$ cat src/rtl/alu_exec_if.sv
`default_nettype none
//------------------------------------------------------------------------------
// Interface : alu_exec_if
// Brief     : Instruction handshake, ALU hookup, result and debug signals.
// Revision  : 1.0 - initial release
//------------------------------------------------------------------------------
interface alu_exec_if;
    logic        in_valid;
    logic        in_ready;
    logic [4:0]  in_rs;
    logic [4:0]  in_rt;
    logic [4:0]  in_rd;
    logic [2:0]  in_op;
    logic        in_imm_en;
    logic [15:0] in_imm;
    logic [31:0] alu_a;
    logic [31:0] alu_b;
    logic [2:0]  alu_op;
    logic [31:0] alu_f;
    logic        alu_zf;
    logic        alu_of;
    logic        done;
    logic [31:0] res_f;
    logic        res_zf;
    logic        res_of;
    logic [4:0]  dbg_addr;
    logic [31:0] dbg_data;

    // The execute stage itself.
    modport slave (
        input  in_valid, in_rs, in_rt, in_rd, in_op, in_imm_en, in_imm,
        input  alu_f, alu_zf, alu_of, dbg_addr,
        output in_ready, alu_a, alu_b, alu_op, done, res_f, res_zf, res_of,
        output dbg_data
    );

    // Instruction source, ALU and observer side.
    modport master (
        output in_valid, in_rs, in_rt, in_rd, in_op, in_imm_en, in_imm,
        output alu_f, alu_zf, alu_of, dbg_addr,
        input  in_ready, alu_a, alu_b, alu_op, done, res_f, res_zf, res_of,
        input  dbg_data
    );
endinterface
`default_nettype wire

$ cat src/rtl/alu_exec_stage.sv
`default_nettype none
//------------------------------------------------------------------------------
// Module   : alu_exec_stage
// Brief    : Serial read/execute/writeback stage in front of a combinational
//            32-bit ALU, holding the 32x32 general register file.
// Revision : 1.0 - initial release
//------------------------------------------------------------------------------
module alu_exec_stage #(
    parameter bit          OF_BLOCK_WB = 1'b1,
    parameter logic [31:0] REG_INIT    = 32'h0
) (
    input  wire logic clk,
    input  wire logic rst_n,
    alu_exec_if.slave bus
);

    localparam logic [1:0] c_st_idle = 2'd0;
    localparam logic [1:0] c_st_read = 2'd1;
    localparam logic [1:0] c_st_exec = 2'd2;
    localparam logic [1:0] c_st_wb   = 2'd3;

    localparam logic [2:0] c_op_add  = 3'b100;
    localparam logic [2:0] c_op_sll  = 3'b111;

    logic [1:0]  r_state;
    logic [4:0]  r_rs;
    logic [4:0]  r_rt;
    logic [4:0]  r_rd;
    logic [2:0]  r_op;
    logic        r_imm_en;
    logic [15:0] r_imm;
    logic [31:0] r_regs [32];

    logic        r_in_ready;
    logic        r_done;
    logic [31:0] r_alu_a;
    logic [31:0] r_alu_b;
    logic [2:0]  r_alu_op;
    logic [31:0] r_res_f;
    logic        r_res_zf;
    logic        r_res_of;

    logic [31:0] w_rs_data;
    logic [31:0] w_rt_data;
    logic [31:0] w_imm_ext;
    logic        w_of_kept;
    logic        w_wb_en;

    // r0 is hard-wired to zero on every read path.
    assign w_rs_data = (r_rs == 5'd0) ? 32'h0 : r_regs[r_rs];
    assign w_rt_data = (r_rt == 5'd0) ? 32'h0 : r_regs[r_rt];
    assign w_imm_ext = {{16{r_imm[15]}}, r_imm};

    assign w_of_kept = (r_op == c_op_add) || (r_op == c_op_sll);
    assign w_wb_en   = (r_rd != 5'd0) &&
                       !(OF_BLOCK_WB && (r_op == c_op_add) && r_res_of);

    always_ff @(posedge clk or negedge rst_n) begin
        if (!rst_n) begin
            r_state    <= c_st_idle;
            r_in_ready <= 1'b1;
            r_done     <= 1'b0;
            r_alu_a    <= 32'h0;
            r_alu_b    <= 32'h0;
            r_alu_op   <= 3'b000;
            r_res_f    <= 32'h0;
            r_res_zf   <= 1'b0;
            r_res_of   <= 1'b0;
            r_rs       <= 5'd0;
            r_rt       <= 5'd0;
            r_rd       <= 5'd0;
            r_op       <= 3'b000;
            r_imm_en   <= 1'b0;
            r_imm      <= 16'h0;
            r_regs[0]  <= 32'h0;
            for (int i = 1; i < 32; i++) begin
                r_regs[i] <= REG_INIT;
            end
        end else begin
            r_done <= 1'b0;
            case (r_state)
                c_st_idle: begin
                    if (bus.in_valid) begin
                        r_rs       <= bus.in_rs;
                        r_rt       <= bus.in_rt;
                        r_rd       <= bus.in_rd;
                        r_op       <= bus.in_op;
                        r_imm_en   <= bus.in_imm_en;
                        r_imm      <= bus.in_imm;
                        r_in_ready <= 1'b0;
                        r_state    <= c_st_read;
                    end
                end
                c_st_read: begin
                    r_alu_a  <= w_rs_data;
                    r_alu_b  <= r_imm_en ? w_imm_ext : w_rt_data;
                    r_alu_op <= r_op;
                    r_state  <= c_st_exec;
                end
                c_st_exec: begin
                    // Only add and shift report a meaningful carry-out.
                    r_res_f  <= bus.alu_f;
                    r_res_zf <= bus.alu_zf;
                    r_res_of <= w_of_kept ? bus.alu_of : 1'b0;
                    r_done   <= 1'b1;
                    r_state  <= c_st_wb;
                end
                c_st_wb: begin
                    if (w_wb_en) begin
                        r_regs[r_rd] <= r_res_f;
                    end
                    r_in_ready <= 1'b1;
                    r_state    <= c_st_idle;
                end
                default: begin
                    r_in_ready <= 1'b1;
                    r_state    <= c_st_idle;
                end
            endcase
        end
    end

    assign bus.in_ready = r_in_ready;
    assign bus.done     = r_done;
    assign bus.alu_a    = r_alu_a;
    assign bus.alu_b    = r_alu_b;
    assign bus.alu_op   = r_alu_op;
    assign bus.res_f    = r_res_f;
    assign bus.res_zf   = r_res_zf;
    assign bus.res_of   = r_res_of;

    // Debug port sees the committed register state, so a write in WB shows next cycle.
    assign bus.dbg_data = (bus.dbg_addr == 5'd0) ? 32'h0 : r_regs[bus.dbg_addr];

endmodule
`default_nettype wire

$ cat src/flat_wrapper.sv
// flat-port wrapper written by rule: the top's interface ports become plain ports
module alu_exec_stage_flat 
#(
    parameter bit          OF_BLOCK_WB = 1'b1,
    parameter logic [31:0] REG_INIT    = 32'h0
)
  (clk, rst_n, bus_in_valid, bus_in_rs, bus_in_rt, bus_in_rd, bus_in_op, bus_in_imm_en, bus_in_imm, bus_alu_f, bus_alu_zf, bus_alu_of, bus_dbg_addr, bus_in_ready, bus_alu_a, bus_alu_b, bus_alu_op, bus_done, bus_res_f, bus_res_zf, bus_res_of, bus_dbg_data);
  alu_exec_if bus_i ();
  input  wire logic clk;
  input  wire logic rst_n;
  input wire logic [$bits(bus_i.in_valid)-1:0] bus_in_valid;
  input wire logic [$bits(bus_i.in_rs)-1:0] bus_in_rs;
  input wire logic [$bits(bus_i.in_rt)-1:0] bus_in_rt;
  input wire logic [$bits(bus_i.in_rd)-1:0] bus_in_rd;
  input wire logic [$bits(bus_i.in_op)-1:0] bus_in_op;
  input wire logic [$bits(bus_i.in_imm_en)-1:0] bus_in_imm_en;
  input wire logic [$bits(bus_i.in_imm)-1:0] bus_in_imm;
  input wire logic [$bits(bus_i.alu_f)-1:0] bus_alu_f;
  input wire logic [$bits(bus_i.alu_zf)-1:0] bus_alu_zf;
  input wire logic [$bits(bus_i.alu_of)-1:0] bus_alu_of;
  input wire logic [$bits(bus_i.dbg_addr)-1:0] bus_dbg_addr;
  output wire logic [$bits(bus_i.in_ready)-1:0] bus_in_ready;
  output wire logic [$bits(bus_i.alu_a)-1:0] bus_alu_a;
  output wire logic [$bits(bus_i.alu_b)-1:0] bus_alu_b;
  output wire logic [$bits(bus_i.alu_op)-1:0] bus_alu_op;
  output wire logic [$bits(bus_i.done)-1:0] bus_done;
  output wire logic [$bits(bus_i.res_f)-1:0] bus_res_f;
  output wire logic [$bits(bus_i.res_zf)-1:0] bus_res_zf;
  output wire logic [$bits(bus_i.res_of)-1:0] bus_res_of;
  output wire logic [$bits(bus_i.dbg_data)-1:0] bus_dbg_data;
  assign bus_i.in_valid = bus_in_valid;
  assign bus_i.in_rs = bus_in_rs;
  assign bus_i.in_rt = bus_in_rt;
  assign bus_i.in_rd = bus_in_rd;
  assign bus_i.in_op = bus_in_op;
  assign bus_i.in_imm_en = bus_in_imm_en;
  assign bus_i.in_imm = bus_in_imm;
  assign bus_i.alu_f = bus_alu_f;
  assign bus_i.alu_zf = bus_alu_zf;
  assign bus_i.alu_of = bus_alu_of;
  assign bus_i.dbg_addr = bus_dbg_addr;
  assign bus_in_ready = bus_i.in_ready;
  assign bus_alu_a = bus_i.alu_a;
  assign bus_alu_b = bus_i.alu_b;
  assign bus_alu_op = bus_i.alu_op;
  assign bus_done = bus_i.done;
  assign bus_res_f = bus_i.res_f;
  assign bus_res_zf = bus_i.res_zf;
  assign bus_res_of = bus_i.res_of;
  assign bus_dbg_data = bus_i.dbg_data;
  alu_exec_stage #(.OF_BLOCK_WB(OF_BLOCK_WB), .REG_INIT(REG_INIT)) u_core (.clk(clk), .rst_n(rst_n), .bus(bus_i));
endmodule
$ cat config.mk
export PLATFORM = sky130hd
export DESIGN_NAME = alu_exec_stage_flat
export DESIGN_NICKNAME = d
export VERILOG_FILES = /design/src/rtl/alu_exec_if.sv /design/src/rtl/alu_exec_stage.sv /design/src/flat_wrapper.sv
export SDC_FILE = /design/constraint.sdc
export NUM_CORES = 2
export LEC_CHECK = 0
export CORE_MARGIN = 8
export CORE_UTILIZATION = 30
export DETAILED_ROUTE_END_ITERATION = 16
export GPL_TIMING_DRIVEN = 1
export RECOVER_POWER = 50
export REMOVE_ABC_BUFFERS = 1
export SYNTH_ARGS = -nofsm -noshare
export SYNTH_HDL_FRONTEND = slang
export SYNTH_SLANG_ARGS = --single-unit
$ cat constraint.sdc
create_clock -name clk -period 13.62 [get_ports clk]
set_input_delay 4.086 -clock clk [delete_from_list [all_inputs] [get_ports clk]]
set_output_delay 4.086 -clock clk [all_outputs]
set_load 0.01 [all_outputs]
== After elaboration in Yosys (flattened, before gate mapping) ==
Index checks and enable logic that the tools add are counted.

* Register bits: 1164
* Input port bits: 77
* Output and inout port bits: 135
* Word-level logic and storage cells: 98

* $lt $le $gt $ge: 5
* Eq/ne operators: 6
* Multiplexer cells: 22
* Bitwise logic cells: 4
* Reduce and logical (&&, ||, !) cells: 14

{| class="wikitable"
|+ Operators by type and width
! operator !! number
|-
| bitwise mux 1024 bit || 1
|-
| binary-select mux 32 bit (select 5 bit) || 3
|-
| two-way mux 32 bit || 11
|-
| demux 32 bit (select 5 bit) || 1
|-
| >= comparator 6 bit, second input constant || 4
|-
| inverter 5 -> 6 bit || 4
|-
| logical NOT 5 bit || 3
|-
| one-hot mux 2 bit (4 select lines) || 1
|-
| == test 3 bit, second input constant || 2
|-
| < comparator 6 x 1 -> 1 bit, second input constant || 1
|-
| AND reduction 2 bit || 3
|-
| nonzero test 5 bit || 1
|-
| == test 2 bit, second input constant || 2
|-
| logical AND 1 bit || 3
|-
| two-way mux 1 bit || 3
|-
| == test 2 x 1 -> 1 bit, second input constant || 1
|-
| logical NOT 2 bit || 1
|-
| two-way mux 2 bit || 1
|-
| != test 2 bit, second input constant || 1
|-
| one-hot mux 1 bit (2 select lines) || 1
|-
| nonzero test 2 bit || 1
|-
| logical NOT 1 bit || 1
|-
| logical OR 1 bit || 1
|}

== Longest topological paths before layout ==
* Word-level depth: 6
* Mapped depth: 10
* Depth with buffers taken out: 7

== Worst setup path after synthesis ==
OpenSTA, ideal clock, no wires.

* Path kind: input to output
* From: input port bus_dbg_addr[1]
* To: output port bus_dbg_data[11]
* Arrival time: 5.873 ns
* Setup slack: 3.661 ns
* Cell stages on the path: 7
* Cells stage by stage: clkbuf_1 > clkbuf_1 > buf_1 > mux4_2 > mux4_2 > nand2_1 > o21ai_1

* Cells in the longest elaborated chain, start to end: 5
* Elaborated cells on any way between the ends: 6
* Classes of those cells: mux (4); bitwise (1); reduce/logical (1)

{| class="wikitable"
|+ RTL lines
! item !! line !! source
|-
| start, declared || flat_wrapper.sv:21 || <nowiki>input wire logic [$bits(bus_i.dbg_addr)-1:0] bus_dbg_addr;</nowiki>
|-
| inverter 5 -> 6 bit (implied by the code) || alu_exec_stage.sv:133 || <nowiki>assign bus.dbg_data = (bus.dbg_addr == 5'd0) ? 32'h0 : r_regs[bus.dbg_addr];</nowiki>
|-
| binary-select mux 32 bit (select 5 bit) || alu_exec_stage.sv:133 ||
|-
| two-way mux 32 bit (implied by the code) (2 in series) || alu_exec_stage.sv:133 ||
|-
| two-way mux 32 bit * || alu_exec_stage.sv:133 ||
|-
| end, declared || flat_wrapper.sv:30 || <nowiki>output wire logic [$bits(bus_i.dbg_data)-1:0] bus_dbg_data;</nowiki>
|}

Mark *: on every way between the ends. The rest lies on a longest branch, timed or not. The select of a mux whose other input is x is not followed.

== Worst setup path after layout ==
* From: register u_core.r_rs[0]
* To: register u_core.r_alu_a[22] (netlist: u_core.bus.alu_a[22])

* Cells in the longest elaborated chain, start to end: 5
* Elaborated cells on any way between the ends: 6
* Classes of those cells: mux (4); bitwise (1); reduce/logical (1)

{| class="wikitable"
|+ RTL lines
! item !! line !! source
|-
| start, declared || alu_exec_stage.sv:26 || <nowiki>logic [4:0] r_rs;</nowiki>
|-
| start signal, assigned || alu_exec_stage.sv:84 || <nowiki>r_rs <= bus.in_rs;</nowiki>
|-
| inverter 5 -> 6 bit (implied by the code) || alu_exec_stage.sv:50 || <nowiki>assign w_rs_data = (r_rs == 5'd0) ? 32'h0 : r_regs[r_rs];</nowiki>
|-
| binary-select mux 32 bit (select 5 bit) || alu_exec_stage.sv:50 ||
|-
| two-way mux 32 bit (implied by the code) (2 in series) || alu_exec_stage.sv:50 ||
|-
| two-way mux 32 bit * || alu_exec_stage.sv:50 ||
|-
| end signal, assigned || alu_exec_stage.sv:95 || <nowiki>r_alu_a <= w_rs_data;</nowiki>
|-
| end, declared || alu_exec_stage.sv:36 || <nowiki>logic [31:0] r_alu_a;</nowiki>
|}

Marks and branches as above.
A chain may end at the register's enable or synchronous reset.

==> summary.md <==
| Metric | Value |
|---|---|
| Status | `finished, violations left` |
| Failing checks | `max-capacitance violations, max-slew violations` |
| Relative slew slack | `-4.41` |
| First-pass DRT Iterations | `5` |
| Design area | `77400 µm²` |
| Setup CP Type | `flop to flop` |
| Most frequent cells in the layout | `dfrtp_1 (1155), mux2_2 (1142), mux4_2 (720), mux2i_1 (193), clkdlybuf4s50_1 (171)` |
| Max Root-Sink Buffers | `3` |
| Via density | `5.96` |
| Clock Latency Late Sink | `0.83 ns` |
| Post-synth ARST share | `1.00` |
| Most common cell after layout, fill and taps aside | `dfrtp_1` |
| Nets@finish | `4600` |
| Final wirelength | `243000 µm` |
| Setup Skew | `0.0442 ns` |
| CTS sink count | `1164` |
| Initial Util | `0.302` |
| Total core area | `225000 µm²` |
| Num CTS Buffers | `145` |
| WP data arrival | `12.07 ns` |
| PostCTS Resize Cnt | `0` |
| EDFF count, synth | `0` |
| GRT Util Overall | `0.196` |
| Rows | `174` |
| Die Width | `491 µm` |
| Max_cap viols | `41` |
| Power after layout | `18.1 mW` |
| Hold crit path type | `flop to flop` |
| Yosys warns | `0` |
| Synthesized area per cell | `14.8 µm²` |
| Ports | `212` |
| Final setup viols | `0` |
| IO buf count | `211` |
| Final ANT Viol Nets | `0` |
| Via count | `45.5k` |
| Area grow syn2layout | `14.2%` |
| Slew Viols, Final | `1487` |
| Clock root cell | `clkbuf_16` |
| DP Wirelength | `134000 µm` |
| Worst Path Required | `14.30 ns` |
| Period utilization | `0.836` |
| Leakage | `32.6 nW` |
| Post-CTS Setup Bufs | `0` |
| DRC viols | `0` |
| Post-Syn Area | `67800 µm²` |
| DRT iter0 DRCs | `4658` |
| Grt total ovfl | `0` |
| H-tree depth | `4` |
| Area post-placement | `72600 µm²` |
| Yosys reg bits | `1164` |
| Post-synth top flop | `dfrtp_1` |
| DR WL/cell | `31.8 µm` |
| Clock slew at reported path FFs | `0.06 ns` |
| Max FO, Critical Path | `92` |
| P per Cell Area | `234 nW/µm²` |
| Number of global-route vias before repair | `46.7k` |
| CP startpoint kind | `flop` |
| Routability Congestion | `0.801` |
| TritonCTS clock tree | `built` |
| Max IR drop VDD | `164 µV` |
| Initial antenna violation count | `6` |
| Setup TNS | `0 ns` |
| Synth cell types | `52` |
| Syn Inst Count | `4571` |
| CTS Hold Bufs | `0` |
| RSZ-0062 raised after global routing | `false` |
| First-pass GRT wire length | `351000 µm` |
| Max Freq | `87.8 MHz` |
| Worst-margin pin slew | `8.11 ns` |
| DIE AREA | `241000 µm²` |
| Worst setup EP type | `flop` |
| Share of post-route cells with drive strength above 1 | `0.484` |
| Largest net degree at the start of global routing | `158` |
| Register area share after synthesis | `0.430` |
| Die outline height | `491 µm` |
| Hold Fails Final Rpt | `0` |
| Tmin final | `11.39 ns` |
## worst max-delay path: stages, from the launching register on
cell and delay (ns):
dfrtp_1 1.88, clkbuf_1 5.73, buf_4 1.27, buf_4 0.87
mux4_2 0.61, mux2i_1 0.23, nand2_1 0.10, a31oi_1 0.24
a21oi_1 0.07
## synth_stat cells (2+ instances only)
cell | instances | area share
a2111oi_0 | 9 | 0.0012
a221oi_1 | 40 | 0.0052
mux2_1 | 63 | 0.010
clkbuf_1 | 275 | 0.015
nor3_1 | 6 | 0.00044
o31ai_1 | 16 | 0.0018
ha_1 | 4 | 0.00074
buf_6 | 7 | 0.0012
nor4_2 | 3 | 0.00055
o22ai_1 | 56 | 0.0052
nor2b_1 | 43 | 0.0040
dfrtp_1 | 1163 | 0.43
nor4_1 | 17 | 0.0016
o221ai_1 | 15 | 0.0019
nor2_1 | 52 | 0.0029
nand2_1 | 145 | 0.0080
buf_8 | 2 | 0.00044
or2_2 | 3 | 0.00028
mux2_2 | 1143 | 0.19
a211o_1 | 31 | 0.0040
a22oi_1 | 31 | 0.0034
or3b_2 | 2 | 0.00026
buf_2 | 190 | 0.014
o211ai_1 | 32 | 0.0035
mux2i_1 | 193 | 0.028
nand3_1 | 4 | 0.00030
buf_1 | 32 | 0.0018
a31oi_1 | 31 | 0.0029
mux4_2 | 720 | 0.24
mux4_1 | 2 | 0.00078
a21oi_1 | 42 | 0.0031
buf_4 | 19 | 0.0021
o21ai_0 | 40 | 0.0030
nand2b_1 | 7 | 0.00065
and2_1 | 2 | 0.00018
inv_1 | 38 | 0.0021
a211oi_1 | 47 | 0.0052
o21ai_1 | 32 | 0.0024
## flip-flops by register name, indices dropped and copies added, names as in the netlist
name,cells
u_core.r_imm,16
u_core.r_op,3
u_core.r_regs,1024
u_core.r_rt,5
u_core.r_state,2
u_core.r_rd,5
u_core.bus.done,1
u_core.r_imm_en,1
u_core.bus.res_f,32
u_core.bus.alu_b,32
u_core.bus.res_zf,1
u_core.bus.alu_a,32
u_core.bus.res_of,1
u_core.r_rs,5
u_core.bus.in_ready,1
u_core.bus.alu_op,3
## power breakdown
part	total (mW)	internal [mW]	leakage (nW)	switching [mW]
combinational	7.59	3.97	14.6	3.63
clock	4.10	2.43	2.47	1.67
sequential	6.42	4.67	15.5	1.75
total	18.1	11.1	32.6	7.05
## logic make-up (layout without fill, tap and decap cells)
family,Yosys count,in the layout,synth area share
multiplexers,2121,2121,0.469
buffers and inverters,566,631,0.0373
AO/OA/AOI/OAI,429,429,0.0440
XOR/XNOR,1,1,0.000129
AND/OR/NAND/NOR,286,286,0.0193
flip-flops,1164,1164,0.430
other,0,3,0
adder cells (fa/ha/maj),4,4,0.000738
## final cells by class
| cell class | instances | area (µm²) |
|---|---|---|
| antenna | 3 | 7.51 |
| clock buffer | 206 | 4250 |
| clock inverter | 58 | 837 |
| fill | 21600 | 147000 |
| inverter | 39 | 146 |
| multi-input combinational | 2841 | 36300 |
| sequential | 1164 | 29200 |
| tap | 2992 | 3740 |
| timing repair buffer | 328 | 2970 |
## metrics by stage
stage / cells / setup slack [ns] / hold WS [ns] / utilization
finish: 7631 / 2.23 / 0.415 / 0.345
global route: 7628 / 1.09 / 0.432 / 0.345
CTS: 7628 / 2.28 / 0.417 / 0.346
detailed placement: 7364 / 2.30 / 0.403 / 0.323
global placement: 7364 / 2.31 / 0.393 / 0.323
floorplan: 4044 / 0.638 / 0.379 / -
## metal layers
layer | up-vias | wire [µm] | global-route usage
li1 | 17900 | - | -
met1 | 24600 | 100000 | 0.265
met2 | 2390 | 111000 | 0.301
met3 | 569 | 21500 | 0.0469
met4 | 6 | 10700 | 0.0807
met5 | - | 47 | 0
## worst paths after layout
kind / from / to / slack (ns) / depth (start not counted)
worst min register to register: u_core.r_regs[1016] / u_core.r_regs[1016] / 0.42 / 0
worst min-delay path: u_core.r_regs[1016] / u_core.r_regs[1016] / 0.42 / 0
worst max register to register: u_core.r_rs[0] / u_core.bus.alu_a[22] / 2.23 / 8
min in group asynchronous: rst_n / u_core.bus.res_f[10] / 6.08 / 1
worst max-delay path: u_core.r_rs[0] / u_core.bus.alu_a[22] / 2.23 / 8
max in group asynchronous: rst_n / u_core.r_regs[668] / 3.12 / 3
(Power assumes the default switching activity.)
